$ cat src/rtl/ray_stream_feeder.sv
// ray_stream_feeder
// -----------------
// Frame sequencer between the ray ROM and the ray tracer. Each frame it reads
// num_rays rays from a synchronous ROM of ROM_LAT cycles read latency. A small
// skid buffer absorbs the latency so that downstream backpressure never drops
// or repeats a ray. It then counts shaded pixels coming back from the tracer
// and pulses frame_done when a whole frame has been shaded. In loop mode the
// next frame starts automatically.
//
// Ports
//   clock, reset   system clock; asynchronous active-high reset
//   start          one-cycle pulse, begins a frame when idle
//   loop_mode      1 = restart automatically after every frame
//   num_rays       rays per frame, captured when a start is accepted
//   rom_addr       ROM read address (holds its value between reads)
//   rom_q          ROM read data, 6 components of D_BITS each
//   ray_out        head of the skid buffer, presented to the tracer
//   out_wr_en      ray_out is valid and is written this cycle
//   out_full       tracer input FIFO full
//   pix_wr_en      one shaded pixel returned by the tracer
//   busy           high whenever a frame is in progress
//   frame_done     one-cycle pulse at the end of each frame
//   frame_count    frames completed, wraps at 2^16
//   pix_overflow   sticky flag: a pixel arrived with none outstanding
module ray_stream_feeder #(
    parameter int D_BITS     = 16,
    parameter int ADDR_BITS  = 10,
    parameter int ROM_LAT    = 1,
    parameter int SKID_DEPTH = ROM_LAT + 1
) (
    input  logic                  clock,
    input  logic                  reset,
    input  logic                  start,
    input  logic                  loop_mode,
    input  logic [ADDR_BITS:0]    num_rays,
    output logic [ADDR_BITS-1:0]  rom_addr,
    input  logic [6*D_BITS-1:0]   rom_q,
    output logic [6*D_BITS-1:0]   ray_out,
    output logic                  out_wr_en,
    input  logic                  out_full,
    input  logic                  pix_wr_en,
    output logic                  busy,
    output logic                  frame_done,
    output logic [15:0]           frame_count,
    output logic                  pix_overflow
);

    localparam int RAY_W = 6 * D_BITS;
    localparam int CNT_W = $clog2(SKID_DEPTH + 1);
    // Wide enough for in_flight + buffered and for SKID_DEPTH + 1.
    localparam int OCC_W = $clog2(SKID_DEPTH + ROM_LAT + 2);

    typedef enum logic [1:0] {
        S_IDLE,
        S_FEED,
        S_DRAIN,
        S_WAIT_PIX
    } state_t;

    state_t               state_q, state_d;
    logic [ADDR_BITS:0]   num_rays_q, num_rays_d;
    logic [ADDR_BITS:0]   issue_cnt_q, issue_cnt_d;
    logic [ADDR_BITS:0]   pix_cnt_q, pix_cnt_d;
    logic [ROM_LAT-1:0]   pipe_q, pipe_d;
    logic [CNT_W-1:0]     count_q, count_d;
    logic [ADDR_BITS-1:0] rom_addr_q;
    logic [15:0]          frame_count_q, frame_count_d;
    logic                 pix_overflow_q, pix_overflow_d;

    logic [RAY_W-1:0]     skid_q     [SKID_DEPTH];
    logic [RAY_W-1:0]     skid_d     [SKID_DEPTH];
    logic [RAY_W-1:0]     shift_src  [SKID_DEPTH];

    logic                 issue;
    logic                 pop;
    logic                 wr_en;
    logic                 credit_ok;
    logic                 done_now;
    logic [OCC_W-1:0]     in_flight;
    logic [CNT_W-1:0]     wr_idx;

    // Buffer head leaves when valid and the tracer can take it.
    assign pop   = (count_q != '0) && !out_full;
    // A valid bit leaving the pipe means rom_q carries that read's data now.
    assign wr_en = pipe_q[ROM_LAT-1];

    // Tail slot after this cycle's pop has shifted the buffer down.
    assign wr_idx = count_q - {{(CNT_W-1){1'b0}}, pop};

    // Outstanding reads in the ROM pipe.
    always_comb begin
        in_flight = '0;
        for (int i = 0; i < ROM_LAT; i++) begin
            in_flight = in_flight + {{(OCC_W-1){1'b0}}, pipe_q[i]};
        end
    end

    // A slot freed by a same-cycle pop is reusable immediately, which keeps
    // the stream at one ray per cycle while still never overfilling the buffer.
    assign credit_ok = (in_flight + OCC_W'(count_q)) <
                       (OCC_W'(SKID_DEPTH) + {{(OCC_W-1){1'b0}}, pop});

    // Sequencer next state.
    always_comb begin
        state_d        = state_q;
        num_rays_d     = num_rays_q;
        issue_cnt_d    = issue_cnt_q;
        pix_cnt_d      = pix_cnt_q;
        frame_count_d  = frame_count_q;
        pix_overflow_d = pix_overflow_q;
        issue          = 1'b0;
        done_now       = 1'b0;

        case (state_q)
            S_IDLE: begin
                if (start && (num_rays != '0)) begin
                    num_rays_d  = num_rays;
                    issue_cnt_d = '0;
                    pix_cnt_d   = '0;
                    state_d     = S_FEED;
                end
            end
            S_FEED: begin
                if ((issue_cnt_q < num_rays_q) && credit_ok) begin
                    issue       = 1'b1;
                    issue_cnt_d = issue_cnt_q + 1'b1;
                    if ((issue_cnt_q + 1'b1) == num_rays_q) begin
                        state_d = S_DRAIN;
                    end
                end
            end
            S_DRAIN: begin
                if ((pipe_q == '0) && (count_q == '0)) begin
                    state_d = S_WAIT_PIX;
                end
            end
            S_WAIT_PIX: begin
                if (pix_cnt_q == num_rays_q) begin
                    done_now      = 1'b1;
                    frame_count_d = frame_count_q + 16'd1;
                    if (loop_mode) begin
                        issue_cnt_d = '0;
                        pix_cnt_d   = '0;
                        state_d     = S_FEED;
                    end else begin
                        state_d = S_IDLE;
                    end
                end
            end
            default: state_d = S_IDLE;
        endcase

        // Pixel accounting; a pixel with nothing outstanding is flagged.
        // In the frame-done cycle pix_cnt_q == num_rays_q, so the counter
        // clear above is never overwritten here.
        if (pix_wr_en) begin
            if ((state_q != S_IDLE) && (pix_cnt_q != num_rays_q)) begin
                pix_cnt_d = pix_cnt_q + 1'b1;
            end else begin
                pix_overflow_d = 1'b1;
            end
        end
    end

    always_comb begin
        count_d = count_q;
        case ({wr_en, pop})
            2'b10:   count_d = count_q + 1'b1;
            2'b01:   count_d = count_q - 1'b1;
            default: count_d = count_q;
        endcase
    end

    // ROM valid-bit pipe.
    assign pipe_d[0] = issue;
    for (genvar gi = 1; gi < ROM_LAT; gi++) begin : g_pipe
        assign pipe_d[gi] = pipe_q[gi-1];
    end

    // Skid buffer as a shift-down FIFO: entry 0 is always the head.
    for (genvar gi = 0; gi < SKID_DEPTH; gi++) begin : g_skid
        if (gi < SKID_DEPTH - 1) begin : g_mid
            assign shift_src[gi] = skid_q[gi+1];
        end else begin : g_last
            assign shift_src[gi] = skid_q[gi];
        end
        assign skid_d[gi] = (wr_en && (wr_idx == CNT_W'(gi))) ? rom_q :
                            (pop ? shift_src[gi] : skid_q[gi]);
    end

    // rom_addr follows the issue counter on a read and otherwise holds.
    assign rom_addr = issue ? issue_cnt_q[ADDR_BITS-1:0] : rom_addr_q;

    always_ff @(posedge clock or posedge reset) begin
        if (reset) begin
            state_q        <= S_IDLE;
            num_rays_q     <= '0;
            issue_cnt_q    <= '0;
            pix_cnt_q      <= '0;
            pipe_q         <= '0;
            count_q        <= '0;
            rom_addr_q     <= '0;
            frame_count_q  <= '0;
            pix_overflow_q <= 1'b0;
            for (int i = 0; i < SKID_DEPTH; i++) begin
                skid_q[i] <= '0;
            end
        end else begin
            state_q        <= state_d;
            num_rays_q     <= num_rays_d;
            issue_cnt_q    <= issue_cnt_d;
            pix_cnt_q      <= pix_cnt_d;
            pipe_q         <= pipe_d;
            count_q        <= count_d;
            rom_addr_q     <= rom_addr;
            frame_count_q  <= frame_count_d;
            pix_overflow_q <= pix_overflow_d;
            for (int i = 0; i < SKID_DEPTH; i++) begin
                skid_q[i] <= skid_d[i];
            end
        end
    end

    assign ray_out      = skid_q[0];
    assign out_wr_en    = pop;
    assign busy         = (state_q != S_IDLE);
    assign frame_done   = done_now;
    assign frame_count  = frame_count_q;
    assign pix_overflow = pix_overflow_q;

endmodule

$ cat config.mk
export PLATFORM = sky130hd
export DESIGN_NAME = ray_stream_feeder
export DESIGN_NICKNAME = d
export VERILOG_FILES = /design/src/rtl/ray_stream_feeder.sv
export SDC_FILE = /design/constraint.sdc
export NUM_CORES = 1
export LEC_CHECK = 0
export BUFFER_PORTS_ARGS = -buffer_cell sky130_fd_sc_hd__buf_2
export CORE_ASPECT_RATIO = 1.5
export CORE_MARGIN = 2
export CORE_UTILIZATION = 40
export DETAILED_ROUTE_END_ITERATION = 6
export GPL_TIMING_DRIVEN = 0
export PLACE_DENSITY_LB_ADDON = 0.3
export SLEW_MARGIN = 20
export SYNTH_ARGS = -nofsm -noshare
export SYNTH_HDL_FRONTEND = slang
export SYNTH_SLANG_ARGS = --single-unit
$ cat constraint.sdc
create_clock -name clock -period 10.6 [get_ports clock]
set_input_delay 1.06 -clock clock [delete_from_list [all_inputs] [get_ports clock]]
set_output_delay 1.06 -clock clock [all_outputs]
set_load 0.005 [all_outputs]
==> metrics.cfg, run 1 <==
[grt]
overflow=0
initial_antenna_violation_count=2
grt_max_degree=94
number_of_global_route_vias_before_repair=9317
grt.total_usage=0.199
grt_pass1_wl_um=48300

[hold_path]
timing.hold.worst.start=frame_count[15]
min_delay_path_depth=1
min_path_type=reg -> reg
timing.hold.worst_endpoint=frame_count[15]

[logic_synthesis]
count_of_warnings_emitted_by_yosys=0
synth_most_common_cell=sky130_fd_sc_hd__dfrtp_1
ys_top_cells_by_area=sky130_fd_sc_hd__dfrtp_1, sky130_fd_sc_hd__mux2_2, sky130_fd_sc_hd__nand2_1
synth_top_area_frac=0.556
fraction_of_synthesized_cell_area_in_xor_and_xnor_cells=0.0348
yosys_most_used_dff=sky130_fd_sc_hd__dfrtp_1
synth-simple-area-share=0.145
synth_top_family_by_area=simple AND/OR/NAND/NOR gates
netlist_top_cells_count=sky130_fd_sc_hd__dfrtp_1, sky130_fd_sc_hd__nand2_1, sky130_fd_sc_hd__nor2_1
synth_mux_area_frac=0.115
syn_nets=1239
synth.avg_cell_area_sq_um=10.5
synth_compound_area_frac=0.0936
yosysSeqAreaShare=0.556
post_synth_inst_count=1104
synth-edff-count=0
post_synth_adder_cell_area=0.0238
synth.lib_cells_used.distinct=58
synth_area_leader_cell=sky130_fd_sc_hd__dfrtp_1
syn_area_sq_mm=0.0116
postSynth.asyncResetShare=1.00
ys_seq_elements=257

[clocking]
tritoncts_clock_tree=built
count_of_h_tree_levels_built_during_cts=1
post_cts.resized_instances=0
worst_setup_hold_path_clk_slew_ns=0.06
clockBufferDepth=3
tritoncts_num_sinks=257
cts_bufs_inserted=27
ctsHoldBuffers=0
clkLatencyLatePin_ns=0.54
cts_post_setup_buffers_inserted=0
clk_root_buffer_cell=sky130_fd_sc_hd__clkbuf_16

[floorplan]
fp-row-count=76
start_util=0.404
vertical_extent_of_the_die_um=212
coreArea_sq_mm=0.0286
ioPinCount=239
floorplan.die_area_sq_mm=0.0303
die_span_x_um=143

[critical_path]
critPathMaxFanout=12
crit_path_top_delay_cell=sky130_fd_sc_hd__clkbuf_1
reg2reg_setup_slack_ns=6.09
critPathMostFrequentCell=sky130_fd_sc_hd__clkbuf_1
end_kind=flop
critPathArrivalTime_ns=5.06
worstReg2RegStart=count_q[0]
timing.critical_path.cells=buf_2 -> or2_1 -> clkbuf_1 -> inv_2 -> clkbuf_1 -> ha_1 -> xnor2_1 -> nand2_1 -> nor2_1 -> clkbuf_1 -> clkbuf_1 -> mux2_2
crit_required_ns=11.03
setup.worst_path.start_class=input pin
r2r.worst_path.cells=12
crit_path_max_incr_delay_ns=0.60
r2r-end=shift_src[43]
timing.setup.critical_path_class=in -> reg

[place]
numPlacedInstances=1734
gpl.final_weighted_congestion=0.844
place.port_buffers=238
dpl.hpwl_um=22100

[power]
worst_ir_drop_vdd_uv=146
power_density_mw_per_mm2=281
static-leakage-power_nw=6.86

[route]
drt_pre_antenna_iters=5
route.detailed.drc=0
postRouteAntennaNets=0
drt_iter0_markers=417
drt-wirelength-per-cell_um=17.2
vias_per_cell=5.15
wirelength_um=30700
via_count=9193

[flow_run]
max_cap_viol_count=0

[run_status]
status=finished, final reports clean

[timing]
tightestPinTransition_ns=0.765
whs_ns=0.476
drv_slew=0
clock-skew-final_ns=0.0119
timing.slew.headroom=0.490
final_count_of_hold_timing_violations=0
finalCriticalPeriod_ns=4.63
maxClockFrequency_ghz=0.216
finalCritPeriodShare=0.437
finalSetupViolCount=0
finalSetupTns_ns=0
unrepaired_setup_endpoints_after_global_routing=false

[finish]
final-instance-count-excl-fill=1786
layout.filler_cells=2686
nNetsFinal=1508
area_delta_synth_final_pct=23.4
ratio_of_cells_with_drive_above_1_in_the_final_layout=0.301

## cells by family (layout without fill, tap and decap cells)
group           after synthesis  after routing
simple gates                399            399
flops                       257            257
compound gates              164            164
mux                         118            118
buf+inv                      98            388
xor+xnor                     46             46
fa+ha+maj                    22             22
other cells                   0              2
## per-layer routing
metal,share of wire,wire [um],track usage,up-vias
li1,-,-,-,4334
met1,0.40,12300,0.240,4540
met2,0.51,15600,0.355,261
met5,0.00052,16,0,-
met4,0.031,937,0.0727,2
met3,0.057,1750,0.0345,56
## sequential cells by signal (all words and copies together), names as in the netlist
| name | count |
|---|---|
| issue_cnt_q | 11 |
| pix_overflow | 1 |
| pipe_q | 1 |
| count_q | 2 |
| shift_src | 96 |
| num_rays_q | 11 |
| pix_cnt_q | 11 |
| frame_count | 16 |
| rom_addr_q | 10 |
| state_q | 2 |
| ray_out | 96 |
## report_power, final
part           switching [mW]  internal, mW  leakage, nW
Sequential              0.241          1.38         3.25
Clock                   0.402         0.628        0.465
Combinational           0.716         0.637         3.15
## cell type report
class	instances	area, sq um	share of cell area
Antenna cell	2	5.00	0.000351
Buffer	64	250	0.0175
Clock buffer	40	774	0.0543
Clock inverter	10	185	0.0130
Inverter	34	135	0.00947
Multi-Input combinational cell	749	4760	0.333
Sequential cell	257	6430	0.451
Tap cell	390	488	0.0342
Timing Repair Buffer	240	1250	0.0873
## stage by stage
step           power [mW]  setup slack, ns  instance area (sq um)   util
2_1_floorplan        2.50             2.47                  11600      -
3_3_place_gp         2.95           -0.541                  13200  0.463
3_5_place_dp         3.01             5.27                  13300  0.465
4_1_cts              4.05             5.83                  14300  0.499
5_1_grt              4.28             5.70                  14300  0.499
6_report             4.01             5.97                  14300  0.499
## cells in the final DEF (no fill, tap or decap), types with 3 or more instances in the layout
cell	instances
sky130_fd_sc_hd__a211oi_1	3
sky130_fd_sc_hd__a21oi_1	7
sky130_fd_sc_hd__a31oi_1	99
sky130_fd_sc_hd__and3_1	6
sky130_fd_sc_hd__buf_1	5
sky130_fd_sc_hd__buf_2	243
sky130_fd_sc_hd__bufinv_16	5
sky130_fd_sc_hd__clkbuf_1	61
sky130_fd_sc_hd__clkbuf_16	27
sky130_fd_sc_hd__clkbuf_8	5
sky130_fd_sc_hd__dfrtp_1	257
sky130_fd_sc_hd__ha_1	22
sky130_fd_sc_hd__inv_1	32
sky130_fd_sc_hd__mux2_2	114
sky130_fd_sc_hd__mux2i_1	3
sky130_fd_sc_hd__nand2_1	213
sky130_fd_sc_hd__nand3_1	14
sky130_fd_sc_hd__nand4_1	12
sky130_fd_sc_hd__nor2_1	119
sky130_fd_sc_hd__nor3_1	6
sky130_fd_sc_hd__nor4_1	4
sky130_fd_sc_hd__o21a_1	5
sky130_fd_sc_hd__o21ai_0	24
sky130_fd_sc_hd__o31ai_1	6
sky130_fd_sc_hd__or3_1	3
sky130_fd_sc_hd__or4_1	3
sky130_fd_sc_hd__xnor2_1	20
sky130_fd_sc_hd__xor2_1	26
## worst max path at each step
stage,from,end,slack [ns],cells past startpoint
detailed placement,out_full,shift_src[42],5.27,12
global placement,reset,pix_cnt_q[2],-0.54,2
global route,out_full,shift_src[47],5.70,12
finish,out_full,shift_src[43],5.97,12
CTS,out_full,shift_src[40],5.83,12
floorplan,reset,count_q[0],2.47,1
## critical path: cells and delay by family
family                   cells  cell delay, ns
XOR/XNOR                     1            0.14
adder cells (fa/ha/maj)      1            0.28
buffers and inverters        6            2.42
multiplexers                 1            0.41
AND/OR/NAND/NOR              3            0.73
Power figures use the tool's default switching activity.
==> inputs of run 2 (changes only) <==
==> constraint.sdc (replaced) <==
create_clock -name clock -period 4.1 [get_ports clock]
set_input_delay 0.41 -clock clock [delete_from_list [all_inputs] [get_ports clock]]
set_output_delay 0.41 -clock clock [all_outputs]
set_load 0.005 [all_outputs]
==> run 2 against run 1 <==
Cell count about the same. Worst setup slack worse by 5.6 ns. Final area up 0.21%. Register-to-register slack worse by 5.5 ns. Critical path depth down 2. Global-route usage up 0.50 points. Critical path type is now reg -> out. Critical endpoint is now rom_addr[7].
==> metrics.cfg, run 2 (synthesis results as in run 1) <==
[run_status]
status=finished, final reports clean  ; unchanged

[route]
route.detailed.drc=0  ; unchanged
drt_iter0_markers=390  ; was 417
vias_per_cell=5.11  ; was 5.15
wirelength_um=30700  ; about the same
postRouteAntennaNets=0  ; unchanged
drt_pre_antenna_iters=5  ; unchanged
drt-wirelength-per-cell_um=17.2  ; about the same
via_count=9135  ; was 9193

[place]
place.port_buffers=238  ; unchanged
dpl.hpwl_um=22600  ; was 22100 um
postPlaceCellArea_sq_mm=0.0134  ; was 0.0133 sq mm
gpl.final_weighted_congestion=0.873  ; was 0.844
preCtsSetupSlack_ns=-0.594  ; was 5.27 ns
numPlacedInstances=1740  ; was 1734

[floorplan]
die_span_x_um=143  ; unchanged
coreArea_sq_mm=0.0286  ; unchanged
start_util=0.404  ; unchanged
ioPinCount=239  ; unchanged
fp-row-count=76  ; unchanged
floorplan.die_area_sq_mm=0.0303  ; unchanged
vertical_extent_of_the_die_um=212  ; unchanged

[critical_path]
crit_required_ns=3.69  ; was 11.03 ns
timing.setup.critical_path_class=reg -> out  ; was in -> reg
end_kind=primary output  ; was flop
setup.worst_path.start_class=flop  ; was input pin
critPathMaxFanout=10  ; was 12
reg2reg_setup_slack_ns=0.56  ; was 6.09 ns
critPathArrivalTime_ns=3.30  ; was 5.06 ns

[finish]
ratio_of_cells_with_drive_above_1_in_the_final_layout=0.308  ; was 0.301
nNetsFinal=1511  ; was 1508
area_delta_synth_final_pct=23.7  ; was 23.4%
final-instance-count-excl-fill=1787  ; was 1786
finalCoreUtilization=0.500  ; was 0.499
mostFrequentLayoutCell=sky130_fd_sc_hd__dfrtp_1  ; unchanged
design_area_sq_mm=0.0143  ; about the same
layout.cells.most_common_list=sky130_fd_sc_hd__dfrtp_1, sky130_fd_sc_hd__buf_2, sky130_fd_sc_hd__nand2_1  ; unchanged

[clocking]
worst_setup_hold_path_clk_slew_ns=0.06  ; about the same
clockBufferDepth=3  ; unchanged
tritoncts_clock_tree=built  ; unchanged
count_of_h_tree_levels_built_during_cts=1  ; unchanged
cts_post_setup_buffers_inserted=0  ; unchanged
cts_bufs_inserted=26  ; was 27
clkLatencyLatePin_ns=0.54  ; about the same
clk_root_buffer_cell=sky130_fd_sc_hd__clkbuf_16  ; unchanged
tritoncts_num_sinks=257  ; unchanged

[grt]
grt_pass1_wl_um=49700  ; was 48300 um
overflow=0  ; unchanged
grt.total_usage=0.204  ; was 0.199
initial_antenna_violation_count=4  ; was 2
number_of_global_route_vias_before_repair=9466  ; was 9317
grt_max_degree=33  ; was 94

[timing]
timing.slew.headroom=0.514  ; was 0.490
clock-skew-final_ns=0.0113  ; was 0.0119 ns
whs_ns=0.121  ; was 0.476 ns
slack_of_the_critical_path_ns=0.392  ; was 5.97 ns
final_count_of_hold_timing_violations=0  ; unchanged
finalSetupTns_ns=0  ; unchanged
maxClockFrequency_ghz=0.270
finalSetupViolCount=0  ; unchanged
finalCritPeriodShare=0.904
drv_slew=0  ; unchanged
finalCriticalPeriod_ns=3.71
tightestPinTransition_ns=0.729  ; was 0.765 ns
unrepaired_setup_endpoints_after_global_routing=false  ; unchanged

[flow_run]
max_cap_viol_count=0  ; unchanged

[power]
fin_total_pwr_mw=10.2  ; was 4.01 mW
worst_ir_drop_vdd_uv=623  ; was 146 uV
static-leakage-power_nw=6.88  ; was 6.86 nW
power_density_mw_per_mm2=711  ; was 281 mW/mm^2

[hold_path]
min_path_type=in -> reg  ; was reg -> reg

[run 2: what timing repair did]
action / in CTS / in global routing
hold buffers: 1 / 0
setup endpoints to repair: 96 / 23
hold endpoints to repair: 14 / 0
resized for setup: 4 / 1
cloned: 0 / 0
[run 2: worst paths after layout]
| path | from | to | depth (start not counted) |
|---|---|---|---|
| max | num_rays_q[2] | rom_addr[7] | 10 |
| min | num_rays[1] | num_rays_q[1] | 2 |
| max reg2reg | count_q[0] | shift_src[25] | 10 |
| min reg2reg | pix_overflow | pix_overflow | 1 |
| max in group asynchronous | reset | shift_src[64] | 6 |
| min in group asynchronous | reset | shift_src[85] | 3 |
[run 2: where the power goes]
part | internal, mW | switching [mW] | total, mW
Combinational | 1.66 | 1.85 | 3.51
Clock | 1.46 | 1.01 | 2.47
Sequential | 3.57 | 0.615 | 4.19
Total | 6.69 | 3.48 | 10.2
[run 2: layout make-up]
cell class	instances	area, sq um
sequential	257	6430
multi-input combinational	749	4760
antenna	4	10.0
clock buffer	34	742
inverter	34	131
buffer	61	243
clock inverter	11	136
tap	390	488
timing repair buffer	247	1360
fill	2632	14300
[run 2: per-layer routing]
layer  GRT usage  share of wire  up-vias
met5           0        0.00068        -
met4      0.0591          0.022        4
met3      0.0381          0.057       52
met2       0.369           0.52      232
met1       0.246           0.40     4498
li1            -              -     4349
[run 2: worst max-delay path, cell delays in order (launching register included)]
cell                       delay [ns]
sky130_fd_sc_hd__dfrtp_1         0.48
sky130_fd_sc_hd__inv_1           0.10
sky130_fd_sc_hd__ha_1            0.32
sky130_fd_sc_hd__a21oi_1         0.15
sky130_fd_sc_hd__a21oi_1         0.09
sky130_fd_sc_hd__o21ai_0         0.26
sky130_fd_sc_hd__and3_1          0.39
sky130_fd_sc_hd__nand2_1         0.23
sky130_fd_sc_hd__clkbuf_1        0.28
sky130_fd_sc_hd__mux2_2          0.33
sky130_fd_sc_hd__buf_2           0.14
==> inputs of run 3 (changes only) <==
--- a/config.mk
+++ b/config.mk
@@ -6,12 +6,15 @@
 export NUM_CORES = 1
 export LEC_CHECK = 0
 export BUFFER_PORTS_ARGS = -buffer_cell sky130_fd_sc_hd__buf_2
+export CELL_PAD_IN_SITES_DETAIL_PLACEMENT = 0
+export CELL_PAD_IN_SITES_GLOBAL_PLACEMENT = 2
 export CORE_ASPECT_RATIO = 1.5
 export CORE_MARGIN = 2
-export CORE_UTILIZATION = 40
+export CORE_UTILIZATION = 31
 export DETAILED_ROUTE_END_ITERATION = 6
 export GPL_TIMING_DRIVEN = 0
 export PLACE_DENSITY_LB_ADDON = 0.3
+export SKIP_LAST_GASP = 1
 export SLEW_MARGIN = 20
 export SYNTH_ARGS = -nofsm -noshare
 export SYNTH_HDL_FRONTEND = slang
==> run 3 against run 2 <==
Global-route usage shrank 3.0 points. Non-clock buffer count is 1 higher. Via count unchanged. Clock-buffer cell count up 5. Power is 2.5% higher. Worst hold slack got worse by 0.028 ns. Register-to-register slack worse by 0.16 ns. First-iteration DRC count up 14%. Die area increased by 28%. Clock power up 8.1%. Fmax fell by 1.8%.
==> metrics.cfg, run 3 (synthesis results as in run 1) <==
[run_status]
status=finished, final reports clean  ; unchanged

[place]
dpl.hpwl_um=25100  ; was 22600 um
place.port_buffers=238  ; unchanged
gpl.final_weighted_congestion=0.753  ; was 0.873
postPlaceCellArea_sq_mm=0.0135  ; was 0.0134 sq mm
preCtsSetupSlack_ns=-0.817  ; was -0.594 ns

[grt]
grt.total_usage=0.174  ; was 0.204
number_of_global_route_vias_before_repair=9370  ; was 9466
overflow=0  ; unchanged
grt_pass1_wl_um=53300  ; was 49700 um
grt_max_degree=33  ; unchanged
initial_antenna_violation_count=4  ; unchanged

[route]
drt_iter0_markers=443  ; was 390
postRouteAntennaNets=0  ; unchanged
route.detailed.drc=0  ; unchanged
via_count=9135  ; unchanged
wirelength_um=34200  ; was 30700 um
drt-wirelength-per-cell_um=18.1  ; was 17.2 um
drt_pre_antenna_iters=5  ; unchanged
vias_per_cell=4.84  ; was 5.11

[clocking]
clockBufferDepth=3  ; unchanged
count_of_h_tree_levels_built_during_cts=1  ; unchanged
cts_post_setup_buffers_inserted=0  ; unchanged
tritoncts_num_sinks=257  ; unchanged
clkLatencyLatePin_ns=0.56  ; was 0.54 ns
worst_setup_hold_path_clk_slew_ns=0.06  ; about the same
cts_bufs_inserted=28  ; was 26
tritoncts_clock_tree=built  ; unchanged
clk_root_buffer_cell=sky130_fd_sc_hd__clkbuf_16  ; unchanged

[floorplan]
coreArea_sq_mm=0.0368  ; was 0.0286 sq mm
ioPinCount=239  ; unchanged
die_span_x_um=162  ; was 143 um
fp-row-count=86  ; was 76
start_util=0.314  ; was 0.404
floorplan.die_area_sq_mm=0.0389  ; was 0.0303 sq mm
vertical_extent_of_the_die_um=241  ; was 212 um

[finish]
mostFrequentLayoutCell=sky130_fd_sc_hd__dfrtp_1  ; unchanged
layout.cells.most_common_list=sky130_fd_sc_hd__dfrtp_1, sky130_fd_sc_hd__buf_2, sky130_fd_sc_hd__nand2_1  ; unchanged
finalCoreUtilization=0.395  ; was 0.500
nNetsFinal=1514  ; was 1511
design_area_sq_mm=0.0145  ; was 0.0143 sq mm
ratio_of_cells_with_drive_above_1_in_the_final_layout=0.312  ; was 0.308
area_delta_synth_final_pct=25.7  ; was 23.7%

[critical_path]
setup.worst_path.start_class=flop  ; unchanged
crit_path_top_delay_cell=sky130_fd_sc_hd__dfrtp_1  ; unchanged
critPathArrivalTime_ns=3.37  ; was 3.30 ns
critPathMostFrequentCell=sky130_fd_sc_hd__a21oi_1  ; unchanged
timing.critical_path.cells=inv_1 -> ha_1 -> a21oi_1 -> a21oi_1 -> o21ai_0 -> and3_1 -> nand2_1 -> clkbuf_1 -> mux2_2 -> buf_2  ; unchanged
crit_required_ns=3.69  ; about the same
crit_path_max_incr_delay_ns=0.51  ; was 0.48 ns
end_kind=primary output  ; unchanged
r2r.worst_path.cells=10  ; unchanged
timing.setup.critical_path_class=reg -> out  ; unchanged
critPathMaxFanout=10  ; unchanged
reg2reg_setup_slack_ns=0.40  ; was 0.56 ns

[power]
static-leakage-power_nw=6.94  ; was 6.88 nW
worst_ir_drop_vdd_uv=412  ; was 623 uV
fin_total_pwr_mw=10.4  ; was 10.2 mW
power_density_mw_per_mm2=717  ; was 711 mW/mm^2

[timing]
maxClockFrequency_ghz=0.265  ; was 0.270 GHz
slack_of_the_critical_path_ns=0.322  ; was 0.392 ns
finalCritPeriodShare=0.921  ; was 0.904
tightestPinTransition_ns=0.835  ; was 0.729 ns
final_count_of_hold_timing_violations=0  ; unchanged
drv_slew=0  ; unchanged
finalSetupTns_ns=0  ; unchanged
unrepaired_setup_endpoints_after_global_routing=false  ; unchanged
timing.slew.headroom=0.443  ; was 0.514
clock-skew-final_ns=0.0217  ; was 0.0113 ns
finalSetupViolCount=0  ; unchanged
finalCriticalPeriod_ns=3.78  ; was 3.71 ns

[hold_path]
min_delay_path_depth=2  ; unchanged
min_path_type=in -> reg  ; unchanged

[flow_run]
max_cap_viol_count=0  ; unchanged

==> run 3: cell count changes in the layout (fill, tap and decap cells not counted), moves of 2 or more <==
cell and delta:
sky130_fd_sc_hd__diode_2 -3, sky130_fd_sc_hd__clkbuf_8 +3, sky130_fd_sc_hd__clkinv_2 -2, sky130_fd_sc_hd__clkinvlp_4 +2
==> run 3: critical path: cells and delay by family, from the launching register on <==
| family | cells | cell delay [ns] |
|---|---|---|
| simple gates | 2 | 0.65 |
| compound gates | 3 | 0.49 |
| mux | 1 | 0.33 |
| flops | 1 | 0.51 |
| buf+inv | 3 | 0.51 |
| fa+ha+maj | 1 | 0.32 |
==> run 3: per-layer routing <==
| layer | part of all wire | vias to the layer above | track usage |
|---|---|---|---|
| met5 | 0.00073 | - | 0 |
| met3 | 0.047 | 44 | 0.0247 |
| met4 | 0.016 | 6 | 0.0421 |
| met2 | 0.52 | 206 | 0.322 |
| met1 | 0.41 | 4525 | 0.213 |
| li1 | - | 4354 | - |
==> run 3: per-stage QoR <==
stage,hold slack (ns),instances
floorplan,0.468,1104
global placement,0.460,1826
detailed placement,0.458,1835
CTS,0.0576,1886
global route,0.0723,1886
finish,0.0929,1886
==> run 3: what timing repair did <==
item / 4_1_cts / 5_1_grt
setup endpoints to repair: 126 / 22
endpoints found under the hold margin: 14 / 0
resized for setup: 3 / 4
hold buffers: 1 / 0
==> run 3: final timing paths <==
path,from,end
setup / recovery,num_rays_q[2],rom_addr[7]
hold / removal,rom_q[88],shift_src[88]
setup reg to reg,count_q[0],shift_src[32]
hold reg to reg,rom_addr_q[8],rom_addr_q[8]
max in group asynchronous,reset,ray_out[61]
min in group asynchronous,reset,shift_src[90]
==> run 3: where the power goes <==
| part | leakage, nW | switching, mW | internal [mW] |
|---|---|---|---|
| clock network | 0.474 | 1.09 | 1.58 |
| registers | 3.25 | 0.641 | 3.57 |
| logic | 3.21 | 1.88 | 1.66 |
==> run 3: area by class of cell <==
class | count | area (sq um)
Clock buffer | 39 | 812
Fill cell | 3723 | 22300
Clock inverter | 13 | 166
Timing Repair Buffer | 248 | 1380
Antenna cell | 1 | 2.50
Sequential cell | 257 | 6430
Buffer | 61 | 244
Multi-Input combinational cell | 749 | 4760
Inverter | 34 | 131
Tap cell | 484 | 606
